### src/rtl/lane_deser_align_if.sv
// Bus between the DDR capture stage and the lane deserialiser.
// Carries the serial bit pairs and alignment controls in, and the framed words and status out.
interface lane_deser_align_if #(
  parameter int unsigned LANES      = 4,
  parameter int unsigned FRAME_BITS = 8
);
  localparam int unsigned OffW = $clog2(FRAME_BITS);

  logic [LANES-1:0]            bit_rise;
  logic [LANES-1:0]            bit_fall;
  logic                        bitslip_pulse;
  logic                        align_en;
  logic [LANES*FRAME_BITS-1:0] word_data;
  logic                        word_valid;
  logic [OffW-1:0]             slip_offset;
  logic                        aligned;
  logic                        align_fail;
  logic                        lock_lost;

  modport master (
    output bit_rise, bit_fall, bitslip_pulse, align_en,
    input  word_data, word_valid, slip_offset, aligned, align_fail, lock_lost
  );

  modport slave (
    input  bit_rise, bit_fall, bitslip_pulse, align_en,
    output word_data, word_valid, slip_offset, aligned, align_fail, lock_lost
  );
endinterface

### src/rtl/lane_deser_align.sv
// Per-lane DDR-to-parallel deserialiser with full-frame bit slip.
// An auto-alignment FSM trains the shared slip offset on a known frame-lane pattern.
module lane_deser_align #(
  parameter int unsigned           LANES         = 4,
  parameter int unsigned           FRAME_BITS    = 8,
  parameter int unsigned           TRAIN_LANE    = 0,
  parameter logic [FRAME_BITS-1:0] TRAIN_PATTERN = 8'hF0,
  parameter int unsigned           SETTLE_WORDS  = 2,
  parameter int unsigned           LOCK_WORDS    = 4
) (
  input logic               i_dco_clk,
  input logic               i_rst_n,
  lane_deser_align_if.slave io_lane
);
  localparam int unsigned HistW = 2 * FRAME_BITS;
  localparam int unsigned OffW  = $clog2(FRAME_BITS);
  localparam int unsigned CntW  = $clog2(FRAME_BITS / 2);
  localparam int unsigned AttW  = $clog2(FRAME_BITS + 1);
  localparam int unsigned SetW  = $clog2(SETTLE_WORDS + 1);
  localparam int unsigned MatW  = $clog2(LOCK_WORDS + 1);
  localparam logic [CntW-1:0] CntLast = CntW'(FRAME_BITS / 2 - 1);
  localparam logic [OffW-1:0] OffLast = OffW'(FRAME_BITS - 1);

  localparam logic [2:0] StIdle   = 3'd0;
  localparam logic [2:0] StSettle = 3'd1;
  localparam logic [2:0] StCheck  = 3'd2;
  localparam logic [2:0] StSlip   = 3'd3;
  localparam logic [2:0] StLocked = 3'd4;
  localparam logic [2:0] StFail   = 3'd5;

  logic [CntW-1:0]             r_cnt;
  logic                        r_word_valid;
  logic [OffW-1:0]             r_slip_offset, w_off_d, w_off_inc;
  logic [2:0]                  r_state, w_state_d;
  logic [SetW-1:0]             r_settle, w_settle_d;
  logic [MatW-1:0]             r_match, w_match_d;
  logic [AttW-1:0]             r_att, w_att_d;
  logic                        r_lock_lost, w_lost_d;
  logic                        w_capture;
  logic                        w_match;
  logic [LANES*FRAME_BITS-1:0] w_word_data;

  assign w_capture = (r_cnt == CntLast);

  for (genvar l = 0; l < LANES; l++) begin : g_lane
    logic [HistW-1:0]      r_hist;
    logic [FRAME_BITS-1:0] r_word;
    logic [HistW-1:0]      w_hist_next;

    // Rise is the older bit, so it lands above fall.
    assign w_hist_next = {r_hist[HistW-3:0], io_lane.bit_rise[l], io_lane.bit_fall[l]};

    always_ff @(posedge i_dco_clk) begin
      if (!i_rst_n) begin
        r_hist <= '0;
        r_word <= '0;
      end else begin
        r_hist <= w_hist_next;
        if (w_capture) r_word <= w_hist_next[r_slip_offset +: FRAME_BITS];
      end
    end

    assign w_word_data[l*FRAME_BITS +: FRAME_BITS] = r_word;
  end

  assign w_match   = (w_word_data[TRAIN_LANE*FRAME_BITS +: FRAME_BITS] == TRAIN_PATTERN);
  assign w_off_inc = (r_slip_offset == OffLast) ? '0 : r_slip_offset + OffW'(1);

  always_comb begin
    w_state_d  = r_state;
    w_off_d    = r_slip_offset;
    w_settle_d = r_settle;
    w_match_d  = r_match;
    w_att_d    = r_att;
    w_lost_d   = 1'b0;
    if (!io_lane.align_en) begin
      w_state_d = StIdle;
      if (r_state == StIdle && io_lane.bitslip_pulse) w_off_d = w_off_inc;
    end else begin
      case (r_state)
        StIdle: begin
          if (io_lane.bitslip_pulse) w_off_d = w_off_inc;
          w_settle_d = '0;
          w_att_d    = '0;
          w_state_d  = StSettle;
        end
        StSettle: begin
          if (r_word_valid) begin
            w_settle_d = r_settle + SetW'(1);
            if (w_settle_d == SetW'(SETTLE_WORDS)) begin
              w_match_d = '0;
              w_state_d = StCheck;
            end
          end
        end
        StCheck: begin
          if (r_word_valid) begin
            if (w_match) begin
              w_match_d = r_match + MatW'(1);
              if (w_match_d == MatW'(LOCK_WORDS)) w_state_d = StLocked;
            end else begin
              w_state_d = StSlip;
            end
          end
        end
        StSlip: begin
          // The slip out of a lost lock starts a fresh sweep and is not counted as an attempt.
          w_off_d    = w_off_inc;
          w_settle_d = '0;
          w_att_d    = r_lock_lost ? '0 : r_att + AttW'(1);
          w_state_d  = (!r_lock_lost && w_att_d == AttW'(FRAME_BITS)) ? StFail : StSettle;
        end
        StLocked: begin
          if (r_word_valid && !w_match) begin
            w_att_d   = '0;
            w_lost_d  = 1'b1;
            w_state_d = StSlip;
          end
        end
        StFail:  w_state_d = StFail;
        default: w_state_d = StIdle;
      endcase
    end
  end

  always_ff @(posedge i_dco_clk) begin
    if (!i_rst_n) begin
      r_cnt         <= '0;
      r_word_valid  <= 1'b0;
      r_slip_offset <= '0;
      r_state       <= StIdle;
      r_settle      <= '0;
      r_match       <= '0;
      r_att         <= '0;
      r_lock_lost   <= 1'b0;
    end else begin
      r_cnt         <= w_capture ? '0 : r_cnt + CntW'(1);
      r_word_valid  <= w_capture;
      r_slip_offset <= w_off_d;
      r_state       <= w_state_d;
      r_settle      <= w_settle_d;
      r_match       <= w_match_d;
      r_att         <= w_att_d;
      r_lock_lost   <= w_lost_d;
    end
  end

  assign io_lane.word_data   = w_word_data;
  assign io_lane.word_valid  = r_word_valid;
  assign io_lane.slip_offset = r_slip_offset;
  assign io_lane.aligned     = (r_state == StLocked);
  assign io_lane.align_fail  = (r_state == StFail);
  assign io_lane.lock_lost   = r_lock_lost;
endmodule

### src/flat_wrapper.sv
// flat-port wrapper written by rule: the top's interface ports become plain ports
module lane_deser_align_flat 
#(
  parameter int unsigned           LANES         = 4,
  parameter int unsigned           FRAME_BITS    = 8,
  parameter int unsigned           TRAIN_LANE    = 0,
  parameter logic [FRAME_BITS-1:0] TRAIN_PATTERN = 8'hF0,
  parameter int unsigned           SETTLE_WORDS  = 2,
  parameter int unsigned           LOCK_WORDS    = 4
)
  (i_dco_clk, i_rst_n, io_lane_bit_rise, io_lane_bit_fall, io_lane_bitslip_pulse, io_lane_align_en, io_lane_word_data, io_lane_word_valid, io_lane_slip_offset, io_lane_aligned, io_lane_align_fail, io_lane_lock_lost);
  lane_deser_align_if #(.LANES(LANES), .FRAME_BITS(FRAME_BITS)) io_lane_i ();
  input logic i_dco_clk;
  input logic i_rst_n;
  input wire logic [$bits(io_lane_i.bit_rise)-1:0] io_lane_bit_rise;
  input wire logic [$bits(io_lane_i.bit_fall)-1:0] io_lane_bit_fall;
  input wire logic [$bits(io_lane_i.bitslip_pulse)-1:0] io_lane_bitslip_pulse;
  input wire logic [$bits(io_lane_i.align_en)-1:0] io_lane_align_en;
  output wire logic [$bits(io_lane_i.word_data)-1:0] io_lane_word_data;
  output wire logic [$bits(io_lane_i.word_valid)-1:0] io_lane_word_valid;
  output wire logic [$bits(io_lane_i.slip_offset)-1:0] io_lane_slip_offset;
  output wire logic [$bits(io_lane_i.aligned)-1:0] io_lane_aligned;
  output wire logic [$bits(io_lane_i.align_fail)-1:0] io_lane_align_fail;
  output wire logic [$bits(io_lane_i.lock_lost)-1:0] io_lane_lock_lost;
  assign io_lane_i.bit_rise = io_lane_bit_rise;
  assign io_lane_i.bit_fall = io_lane_bit_fall;
  assign io_lane_i.bitslip_pulse = io_lane_bitslip_pulse;
  assign io_lane_i.align_en = io_lane_align_en;
  assign io_lane_word_data = io_lane_i.word_data;
  assign io_lane_word_valid = io_lane_i.word_valid;
  assign io_lane_slip_offset = io_lane_i.slip_offset;
  assign io_lane_aligned = io_lane_i.aligned;
  assign io_lane_align_fail = io_lane_i.align_fail;
  assign io_lane_lock_lost = io_lane_i.lock_lost;
  lane_deser_align #(.LANES(LANES), .FRAME_BITS(FRAME_BITS), .TRAIN_LANE(TRAIN_LANE), .TRAIN_PATTERN(TRAIN_PATTERN), .SETTLE_WORDS(SETTLE_WORDS), .LOCK_WORDS(LOCK_WORDS)) u_core (.i_dco_clk(i_dco_clk), .i_rst_n(i_rst_n), .io_lane(io_lane_i));
endmodule
### config.mk
export PLATFORM = sky130hd
export DESIGN_NAME = lane_deser_align_flat
export DESIGN_NICKNAME = d
export VERILOG_FILES = /design/src/rtl/lane_deser_align_if.sv /design/src/rtl/lane_deser_align.sv /design/src/flat_wrapper.sv
export SDC_FILE = /design/constraint.sdc
export NUM_CORES = 1
export LEC_CHECK = 0
export BUFFER_PORTS_ARGS = -buffer_cell sky130_fd_sc_hd__buf_2
export CELL_PAD_IN_SITES_DETAIL_PLACEMENT = 0
export CELL_PAD_IN_SITES_GLOBAL_PLACEMENT = 1
export CORE_AREA = 2 2 105 107
export DETAILED_ROUTE_END_ITERATION = 10
export DIE_AREA = 0 0 107 109
export GPL_ROUTABILITY_DRIVEN = 0
export PLACE_DENSITY = 0.87
export SLEW_MARGIN = 20
export SYNTH_ARGS = -nofsm -noshare
export SYNTH_HDL_FRONTEND = slang
export SYNTH_SLANG_ARGS = --single-unit
### constraint.sdc
create_clock -name i_dco_clk -period 2.07 [get_ports i_dco_clk]
set_input_delay 0.1035 -clock i_dco_clk [delete_from_list [all_inputs] [get_ports i_dco_clk]]
set_output_delay 0.1035 -clock i_dco_clk [all_outputs]
set_load 0.01 [all_outputs]
# [Word level (Yosys, flattened, before mapping)]
# Cells that the tools add are included.
[op_classes] addsub=5 n_eq_ne=19 n_shift=4 muxes=24 bitwise=1 reduce_logical=19
[ops] cell="$shiftx 16x4->8" n=4
[ops] cell="$mux 3" n=15
[ops] cell="$pmux 3 s6" n=1
[ops] cell="$eq 3x3->1 const B" n=4
[ops] cell="$pmux 3 s2" n=2
[ops] cell="$pmux 4 s3" n=1
[ops] cell="$reduce_and 3->1" n=4
[ops] cell="$ne 2x1->1 const B" n=5
[ops] cell="$eq 8x8->1 const B" n=1
[ops] cell="$mux 4" n=2
[ops] cell="$add 3x1->3 const B" n=2
[ops] cell="$eq 3x2->1 const B" n=2
[ops] cell="$ne 3x3->1 const B" n=2
[ops] cell="$reduce_and 6->1" n=1
[ops] cell="$reduce_bool 2->1" n=3
[ops] cell="$reduce_and 5->1" n=1
[ops] cell="$add 2x1->2 const B" n=2
[ops] cell="$add 4x1->4 const B" n=1
[ops] cell="$eq 2x2->1 const B" n=2
[ops] cell="$eq 4x4->1 const B" n=1
[ops] cell="$pmux 2 s2" n=1
[ops] cell="$reduce_or 2->1" n=2
[ops] cell="$eq 3x1->1 const B" n=1
[ops] cell="$logic_and 1x1->1" n=3
[ops] cell="8 further kinds" n=9
[totals] reg_bits=107 in_bits=12 out_inout_bits=39

# [Logic depth before layout (Yosys ltp)]
# Gate-level depths: netlist (run 1).
[depth] word_depth=6 depth_mapped=6 depth_no_buf=6

# [Worst setup path before layout (run 1)]
# OpenSTA, ideal clock, no wires.
[synth_timing] path_type="register to register" from="reg u_core.r_slip_offset[0] (netlist: u_core.io_lane.slip_offset[0])" to="reg u_core.g_lane[0].r_word[3]" t_arrival_ns=1.568 t_required_ns=2.000 setup_slack_ns=0.432 stages_incl_launch_ff=5 period_less_slack_ns=1.638 path_cell_list="dfxtp_1 > buf_2 > buf_2 > mux4_2 > a21oi_1"
[synth_between] elab_chain_len=1
[synth_lines] item="from (decl)" line_no="lane_deser_align.sv:33" text="logic [OffW-1:0] r_slip_offset, w_off_d, w_off_inc;"
[synth_lines] item="from (signal assigned)" line_no="lane_deser_align.sv:139" text="r_slip_offset <= w_off_d;"
[synth_lines] item="$shiftx 16x4->8" line_no="lane_deser_align.sv:59" text="if (w_capture) r_word <= w_hist_next[r_slip_offset +: FRAME_BITS];"
[synth_lines] item="to (signal assigned)" line_no="lane_deser_align.sv:59"
[synth_lines] item="to (decl)" line_no="lane_deser_align.sv:47" text="logic [FRAME_BITS-1:0] r_word;"
# Every way passes these cells.
# A chain may end at the register's enable or synchronous reset.

# [Worst setup path in the final report (run 1)]
[layout_timing] from="reg u_core.r_state[1]" to="reg u_core.r_match[1]"
[layout_between] elab_chain_len=3 elab_cells_between_ends=9 cone_classes="6 x eq/ne; 1 x mux; 2 x reduce/logical"
[layout_lines] item="from (decl)" line_no="lane_deser_align.sv:34" text="logic [2:0] r_state, w_state_d;"
[layout_lines] item="from (signal assigned)" line_no="lane_deser_align.sv:131" text="r_state <= StIdle;"
[layout_lines] item="from (signal assigned)" line_no="lane_deser_align.sv:140" text="r_state <= w_state_d;"
[layout_lines] item="$eq 3x2->1 / $eq 3x1->1 (equally long branches)" line_no="lane_deser_align.sv:80" text="case (r_state)"
[layout_lines] item="$ne 2x1->1 (no line) / $reduce_bool 2->1 (equally long branches)"
[layout_lines] item="$reduce_and 6->1 (no line)"
[layout_lines] item="to (signal assigned)" line_no="lane_deser_align.sv:142" text="r_match <= w_match_d;"
[layout_lines] item="to (decl)" line_no="lane_deser_align.sv:36" text="logic [MatW-1:0] r_match, w_match_d;"
# Several ways; a longest one is shown, not always the timed one.

==> results of run 1 <==
==> final timing paths <==
path / depth (start not counted) / to / from
worst max-delay path: 4 / u_core.r_match[1] / u_core.r_state[1]
worst min register to register: 1 / u_core.r_cnt[0] / u_core.r_cnt[0]
worst min-delay path: 3 / u_core.io_lane.lock_lost / i_rst_n
worst max register to register: 4 / u_core.r_match[1] / u_core.r_state[1]
==> timing repair <==
item,in CTS,in global routing
resized for setup,0,0
hold endpoints to repair,8,0
hold buffers,8,0
==> area by class of cell <==
type | instances | area (sq um)
clock inverters | 3 | 17.5
inverters | 3 | 11.3
clock buffers | 13 | 159
multi-input cells | 304 | 2620
repair buffers | 67 | 448
well taps | 140 | 175
fillers | 945 | 5110
flip-flops and latches | 103 | 2070
==> cells in the mapped netlist, types with 4 or more instances <==
master      n
nand3_1     4
ha_1        7
mux4_2     32
and2_1     55
o21ai_0    36
buf_2      11
nor2_1     10
nor2b_1     4
mux2i_1    55
buf_6       4
clkbuf_1   20
nor3_1      4
nand2_1    10
dfxtp_1   103
a21oi_1    40
==> critical path: cells and delay by family (launching register included) <==
kind	cells	cell delay, ps
and+or+nand+nor	2	820
DFF	1	560
AOI/OAI and AO/OA	2	360
==> kinds of logic after synthesis <==
family | Yosys count
AOI/OAI and AO/OA | 99
xor gates and xnor gates | 3
adders and majority gates | 7
buffers and inverters | 40
DFF | 103
muxes | 87
and+or+nand+nor | 108
==> metrics by stage <==
| stage | area (sq um) | total power [mW] | cells | utilization, % |
|---|---|---|---|---|
| floorplan | 4880 | 2.57 | 447 | - |
| global placement | 5240 | 2.71 | 609 | 49.4 |
| detailed placement | 5240 | 2.72 | 609 | 49.4 |
| CTS | 5490 | 3.88 | 633 | 51.8 |
| global route | 5490 | 4.01 | 633 | 51.8 |
| finish | 5490 | 3.84 | 633 | 51.8 |
==> sequential cells by signal, indices dropped and copies added, names as in the netlist <==
register and flops:
u_core.g_lane.r_word 32, u_core.r_state 3, u_core.r_settle 2, u_core.io_lane.lock_lost 1, u_core.r_match 3, u_core.r_att 4
u_core.r_cnt 2, u_core.io_lane.slip_offset 3, u_core.g_lane.r_hist 52, u_core.io_lane.word_valid 1
==> per-layer routing <==
layer | vias to the layer above | wire (microns) | part of all wire (%) | GRT usage [%]
met3 | 13 | 474 | 4.9 | 4.00
met2 | 96 | 4580 | 47 | 27.4
li1 | 1728 | - | - | -
met4 | 0 | 157 | 1.6 | 6.31
met5 | - | 0 | 0 | 0
met1 | 1734 | 4460 | 46 | 22.5
==> power breakdown <==
| part | total [mW] | internal (mW) | switching, mW |
|---|---|---|---|
| combinational | 0.564 | 0.278 | 0.286 |
| sequential | 2.12 | 2.06 | 0.0589 |
| clock | 1.15 | 0.501 | 0.652 |
==> metrics, run 1 <==
Synth Instances 447; Post-synth ARST share 0%; register bit total from synthesis 103; first-pass GRT wire length 15800 microns; Max VDD drop 0.311 mV; Syn. warnings 0; Synth top area share 42.3%; top achievable clock speed 553 MHz; DRT Pass-1 Iters 4; Ports 51; largest family of logic cells by synthesized area multiplexers; Synth Area in Adders 1.80%; Final Slew Violations 0; multiplexer area fraction after synthesis 26.1%; fin crit period 1810 ps; most frequent cells in the layout dfxtp_1, and2_1, mux2i_1; DR vias/cell 5.64; drt drc 0; Final Hold Fails 0; Layout area overhead 12.6%; CTS tree built; CP arrival 2110 ps; slowest CP cell dfxtp_1; Die W 107 microns; hold slack 44.5 ps; Worst Tran Pin Value 457 ps; Routed Antenna Nets 0; Period Utilization, post-route 87.3%; final clock skew 9.17 ps; Via Count 3571; CP max FO 13; routed length per instance 15.3 microns; commonest non-fill, non-tap cell in the layout dfxtp_1; Worst Setup End Kind flop; mean post-synth cell area 10.9 sq um; nets@finish 507; crit start category flop; pin count of the biggest net entering global routing 52; postcts setup bufs 0; power density cells 699 nW/um^2; Hold Path Class in -> reg; row count 38; dpl hpwl 6680 microns; Iter 0 DRT Violations 235; crit path kind reg -> reg; final WL 9670 microns; simple-gate share of the synthesized area 13.5%; Reg2Reg Setup Slack 260 ps; most area-consuming cells after synthesis dfxtp_1, mux4_2, mux2i_1; Core ar. 10600 sq um; die height 109 microns; Setup WS post-layout 263 ps; Total GRT Usage 17.1%; synthesized cell area 4880 sq um; ant diodes 0; CTS Root Cell clkbuf_8; complex-gate fraction of the synthesized area 11.6%; Worst EP required 2380 ps; unrepaired setup endpoints after global routing no; setup TNS 0 ps; worst-path cell chain nor2b_1 -> o211ai_1 -> or4b_1 -> a21oi_1; # port buffers 50; cts bufs inserted 9; vias in the first global route 3325; EDFF count, synth 0; fraction of layout instances using a drive strength above 1 22.9%; Synth Area in XOR/XNOR 0.539%; Initial Util 46.0%; dpl ws 293 ps; dominant synthesized flop cell dfxtp_1; initial antenna violation count 0; CTS clock-pin slew for the worst setup and hold paths 100 ps; GRT overflow 0; Yosys top cell by area dfxtp_1; endpoints failing setup 0; clk buf depth 2; CTS H-tree depth 3; Net Count, Synth 466; Static Leakage 2.00 nW; relative slew slack 69.5%; Seq/Total Area, Yosys 42.3%; Synth cell types 52; worst-skew pair later-pin latency 370 ps; status complete, no violations; maxcap violations 0; Max stage delay on crit path 560 ps; Sink Count 103; full die area 11700 sq um
No activity file was read; power rests on OpenSTA's default activity.
==> run 2, diff against run 1 <==
- ABC_AREA: not set -> 1
- CORE_AREA: 2 2 105 107 -> 2 2 114 116
- DIE_AREA: 0 0 107 109 -> 0 0 116 118
- PLACE_DENSITY: 0.87 -> 0.86
- SLEW_MARGIN: 20 -> not set
- TNS_END_PERCENT: not set -> 5
==> run 2 against run 1 <==
  * Sequential share of layout area decreased by 2.1 points
  * Synthesized cell count increased by 70%
  * Worst setup slack improved by 72 ps
  * Largest power group unchanged
  * Highest routed layer unchanged
  * Largest cell class unchanged
==> metrics, run 2 <==
fin crit period 1740 ps; Ports 51; Synth cell types 36; Max VDD drop 0.411 mV; die height 118 microns; status complete, no violations; Largest register FFs 52; largest registers u_core.g_lane.r_hist x52, u_core.g_lane.r_word x32, u_core.r_att x4; crit path kind reg -> reg; CTS Root Cell clkbuf_16; fraction of layout instances using a drive strength above 1 14.2%; Synth Instances 762; Core ar. 12400 sq um; power density cells 817 nW/um^2; Static Leakage 3.10 nW; NetSw 1.45 mW; Post-synth ARST share 0%; first-pass GRT wire length 19900 microns; Die W 116 microns; Crit path max-delay family flip-flops; worst r2r src u_core.io_lane.slip_offset[0]; mean post-synth cell area 6.68 sq um; hold slack 108 ps; setup TNS 0 ps; most area-consuming cells after synthesis dfxtp_1, nand2_1, inv_1; pin count of the biggest net entering global routing 61; met3 GRT Util 3.71%; endpoints failing setup 0; Internal 3.30 mW; hold endpoint u_core.r_att[0]; commonest cells in the netlist nand2_1, dfxtp_1, inv_1, o21ai_0, nor2_1; initial antenna violation count 0; CTS tree built; dominant synthesized flop cell dfxtp_1; Post-Place Cells 956; slowest CP cell dfxtp_2; worst-skew pair later-pin latency 340 ps; maxcap violations 0; cell with the most instances after synthesis nand2_1; dpl hpwl 8590 microns; full die area 13700 sq um; Net Count, Synth 781; Syn. warnings 0; Largest Register u_core.g_lane.r_hist; CTS clock-pin slew for the worst setup and hold paths 70 ps; Seq/Total Area, Yosys 40.5%; Sw Share 30.5%; Via Count 4675; clk buf depth 2; EDFF count, synth 0; unrepaired setup endpoints after global routing no; RR Endpoint u_core.g_lane[1].r_word[3]; FF-to-FF path depth 8; Reg2Reg Setup Slack 330 ps; nets@finish 822; hold path start io_lane_align_en; Final Slew Violations 0; most frequent cells in the layout nand2_1, dfxtp_1, inv_1; post-CTS sizing 0; Comb power frac 21.6%; Sink Count 103; Final Hold Fails 0; total power 4.75 mW; CP max FO 33; commonest non-fill, non-tap cell in the layout nand2_1; # port buffers 50; DRT Pass-1 Iters 5; routed length per instance 12.1 microns; synthesized cell area 5090 sq um; register share of total power 44.8%; Synth top area share 40.5%; most used routing layer met2; crit start category flop; top achievable clock speed 576 MHz; clock group share of total power 33.6%; relative slew slack 70.5%; worst-path cell chain inv_2 -> buf_12 -> o21ai_0 -> nand2_1 -> o21ai_1 -> a21oi_1 -> o21ai_0 -> nand2_1; Initial Util 41.0%; drt drc 0; vias in the first global route 4237; GRT overflow 0; CP arrival 1970 ps; Yosys top cell by area dfxtp_1; met2 usage 26.8%; Max stage delay on crit path 530 ps; Hold Path Class in -> reg; met1 Track Usage GR 25.5%; Period Utilization, post-route 83.9%; Total GRT Usage 17.9%; Worst Tran Pin Value 442 ps; Routed Antenna Nets 0; CP Buf/Inv Count 2; filler instances 1310; Worst EP required 2300 ps; CTS H-tree depth 3; Iter 0 DRT Violations 394; ant diodes 0; Non-Filler Instances 980; cts bufs inserted 9; Worst Hold Depth 3; DR vias/cell 4.77; final WL 11900 microns; final clock skew 4.85 ps; register bit total from synthesis 103; row count 41; Worst Setup End Kind flop; Layout area overhead 14.1%
run 2: cell types whose count changed after synthesis, sizes merged, moves of 36 or more:
cell   delta
o21ai    +48
and2     -52
mux2i    -51
inv      +84
nand2   +273
nor2     +36
run 2: final cells by class:
type	count	area, sq um	share of cell area [%]
Multi-Input combinational cell	532	2470	42.6
Clock inverter	3	17.5	0.301
Tap cell	172	215	3.70
Inverter	88	330	5.68
Sequential cell	103	2060	35.5
Timing Repair Buffer	69	450	7.75
Clock buffer	13	260	4.48
run 2: timing repair:
| action | in CTS | in global routing |
|---|---|---|
| endpoints found under the hold margin | 8 | 0 |
| buffers inserted | 0 | 0 |
| hold buffers | 8 | 0 |
run 2: worst reg2reg max path: stages (launching register included):
cell and delay, ps:
dfxtp_2 530, inv_2 210, buf_12 220, o21ai_0 250, nand2_1 80, o21ai_1 100
a21oi_1 70, o21ai_0 90, nand2_1 70
run 2: logic make-up (layout without fill, tap and decap cells):
family          count (synthesis)  after routing  synth area share (%)
fa+ha+maj                       7              7                  1.72
flops                         103            103                  40.5
buf+inv                       127            173                  11.0
mux                             4              4                 0.786
xor+xnor                        1              1                 0.172
compound gates                128            128                  13.9
simple gates                  392            392                  32.0
run 2: through the flow:
| stage | setup slack (ps) | util, % | instance area [sq um] |
|---|---|---|---|
| after detailed placement | 368 | 43.9 | 5450 |
| after CTS | 344 | 46.8 | 5810 |
| after floorplan | 736 | - | 5090 |
| after global placement | 424 | 43.9 | 5450 |
| final | 334 | 46.8 | 5810 |
| after global routing | 67.6 | 46.8 | 5810 |
run 2: worst max path at each step:
stage                                            end                           from  cells past startpoint  slack, ps
final                     u_core.g_lane[1].r_word[3]  u_core.io_lane.slip_offset[0]                      8        330
after global routing      u_core.g_lane[1].r_word[3]  u_core.io_lane.slip_offset[0]                      8         70
after CTS                 u_core.g_lane[1].r_word[3]  u_core.io_lane.slip_offset[0]                      8        340
after detailed placement  u_core.g_lane[1].r_word[3]  u_core.io_lane.slip_offset[0]                      8        370
after global placement    u_core.g_lane[1].r_word[0]  u_core.io_lane.slip_offset[0]                      9        420
after floorplan           u_core.g_lane[0].r_word[6]  u_core.io_lane.slip_offset[0]                      6        740
run 2: routing by layer:
metal / vias to the layer above / routed length [microns]
li1: 2471 / -
met1: 2078 / 6000
met2: 108 / 5110
met3: 18 / 530
met4: 0 / 223
met5: - / 0
run 2: power by group through the flow:
| stage | logic (mW) | clock network (mW) | registers, mW |
|---|---|---|---|
| after floorplan | 0.776 | 0 | 2.17 |
| final | 1.02 | 1.60 | 2.13 |
| after CTS | 1.02 | 1.64 | 2.13 |
| after detailed placement | 1.01 | 0 | 2.17 |
| after global routing | 1.16 | 1.72 | 2.14 |
| after global placement | 0.998 | 0 | 2.17 |
==> run 3, diff against run 2 <==
- ABC_AREA: 1 -> 0
- CORE_AREA: 2 2 114 116 -> 2 2 105 107
- DIE_AREA: 0 0 116 118 -> 0 0 107 109
- PLACE_DENSITY: 0.86 -> 0.87
- clock period: 2.07 -> 1.6 ns (I/O delays scaled with it)
==> run 3 against run 2 <==
  * The run now ends with setup timing left
  * First-iteration DRC count shrank 50%
  * Hold slack got worse by 58 ps
  * Wire length down 14%
==> metrics, run 3 (synthesis gave the netlist of run 1 again) <==
CTS clock-pin slew for the worst setup and hold paths 100 ps; commonest non-fill, non-tap cell in the layout dfxtp_1; Iter 0 DRT Violations 197; Reg2Reg Setup Slack -40 ps; full die area 11700 sq um; Largest Register u_core.g_lane.r_hist; Post-Place Cells 618; Final Hold Fails 0; ant diodes 0; fraction of layout instances using a drive strength above 1 26.7%; Die W 107 microns; Non-Filler Instances 642; slowest CP cell or4b_1; drt drc 0; top achievable clock speed 608 MHz; failing checks setup timing; # port buffers 50; relative slew slack 68.4%; power density cells 899 nW/um^2; CTS Root Cell clkbuf_8; nets@finish 516; Largest register FFs 52; DRT Pass-1 Iters 4; RR Endpoint u_core.r_match[1]; Hold Path Class in -> reg; Max VDD drop 0.407 mV; crit start category flop; dpl hpwl 6980 microns; Util after Layout 52.9%; Setup crit start u_core.r_state[0]; status finished, violations left; Total GRT Usage 18.2%; row count 38; maxcap violations 0; Final Slew Violations 0; CTS tree built; largest registers u_core.g_lane.r_hist x52, u_core.g_lane.r_word x32, u_core.r_att x4; filler instances 948; initial antenna violation count 0; Worst Setup End Kind flop; final WL 10200 microns; worst r2r src u_core.r_state[0]; CP arrival 1950 ps; final clock skew 14.1 ps; most frequent cells in the layout dfxtp_1, and2_1, mux2i_1; die height 109 microns; pin count of the biggest net entering global routing 44; Sink Count 103; Static Leakage 2.05 nW; crit path kind reg -> reg; GRT overflow 0; routed length per instance 15.8 microns; CTS H-tree depth 3; clk buf depth 2; Worst EP required 1910 ps; Core ar. 10600 sq um; Via Count 3578; endpoints failing setup 1; Max stage delay on crit path 540 ps; Setup crit end u_core.r_match[1]; Period Utilization, post-route 103%; CP max FO 13; worst-path cell chain or3b_1 -> or4b_1 -> a21oi_2; fin crit period 1640 ps; Layout area overhead 15.1%; cts bufs inserted 9; Initial Util 46.0%; Routed Antenna Nets 0; first-pass GRT wire length 16700 microns; Ports 51; Worst Tran Pin Value 473 ps; vias in the first global route 3391; DR vias/cell 5.57; unrepaired setup endpoints after global routing yes; FF-to-FF path depth 3; worst-skew pair later-pin latency 380 ps; Setup WS post-layout -44.2 ps; setup TNS -44.2 ps
[run 3: cell types whose count changed in the layout (fill, tap and decap cells not counted), moves of 8 or more]
cell       delta
clkbuf_8      +9
o21ai_2       -8
mux2i_1      +50
nand3_1      -28
or2_2         -8
mux4_2       +32
clkbuf_16     -9
nor2_1       -32
inv_1        -77
o21ai_0      -15
and2_1       +52
o21ai_1      -25
nand2_1     -270
[run 3: stage by stage]
stage	instance area [sq um]	total power [mW]	worst slack [ps]	hold WS [ps]
6_report	5610	5.05	-44.2	50.1
5_1_grt	5610	5.27	-58.3	58.6
4_1_cts	5570	5.08	5.11	25.6
3_5_place_dp	5300	3.53	-2.55	304
3_3_place_gp	5300	3.51	46.6	296
2_1_floorplan	4880	3.32	-11.7	202
[run 3: timing repair]
item,in CTS,in global routing
endpoints found under the hold margin,8,0
resized for setup,3,10
cloned,0,0
pin swaps,0,3
buffers inserted,0,0
setup endpoints to repair,7,24
hold buffers,8,0
[run 3: layout make-up]
type / instances / area, sq um / area share [%]
Sequential cell: 103 / 2070 / 36.9
Multi-Input combinational cell: 304 / 2660 / 47.3
Clock buffer: 11 / 151 / 2.70
Clock inverter: 5 / 32.5 / 0.580
Inverter: 3 / 11.3 / 0.201
Tap cell: 140 / 175 / 3.12
Timing Repair Buffer: 76 / 515 / 9.18
[run 3: power by group]
| part | switching [mW] | leakage, nW | internal, mW |
|---|---|---|---|
| sequential | 0.0798 | 0.840 | 2.67 |
| combinational | 0.377 | 1.12 | 0.372 |
| clock | 0.901 | 0.0873 | 0.645 |
[run 3: worst min-delay path by stage]
stage                                   start                          to  cells past startpoint
after floorplan           io_lane_bit_fall[0]  u_core.g_lane[0].r_hist[0]                      1
after global placement    io_lane_bit_fall[0]  u_core.g_lane[0].r_hist[0]                      2
after detailed placement  io_lane_bit_fall[0]  u_core.g_lane[0].r_hist[0]                      2
after CTS                    io_lane_align_en           u_core.r_state[1]                      3
final                        io_lane_align_en           u_core.r_state[1]                      3
after global routing         io_lane_align_en    u_core.io_lane.lock_lost                      3
[run 3: routing by layer]
| metal | up-vias | wire length [microns] | GRT usage [%] | share of wire (%) |
|---|---|---|---|---|
| li1 | 1738 | - | - | - |
| met1 | 1756 | 4770 | 24.0 | 47 |
| met2 | 69 | 4900 | 29.1 | 48 |
| met3 | 15 | 336 | 4.18 | 3.3 |
| met4 | 0 | 156 | 7.05 | 1.5 |
| met5 | - | 0 | 0 | 0 |
[run 3: worst max-delay path, delay by kind of cell, from the launching register on]
kind | cells | cell delay [ps]
AOI/OAI and AO/OA | 1 | 160
DFF | 1 | 390
and+or+nand+nor | 2 | 1020
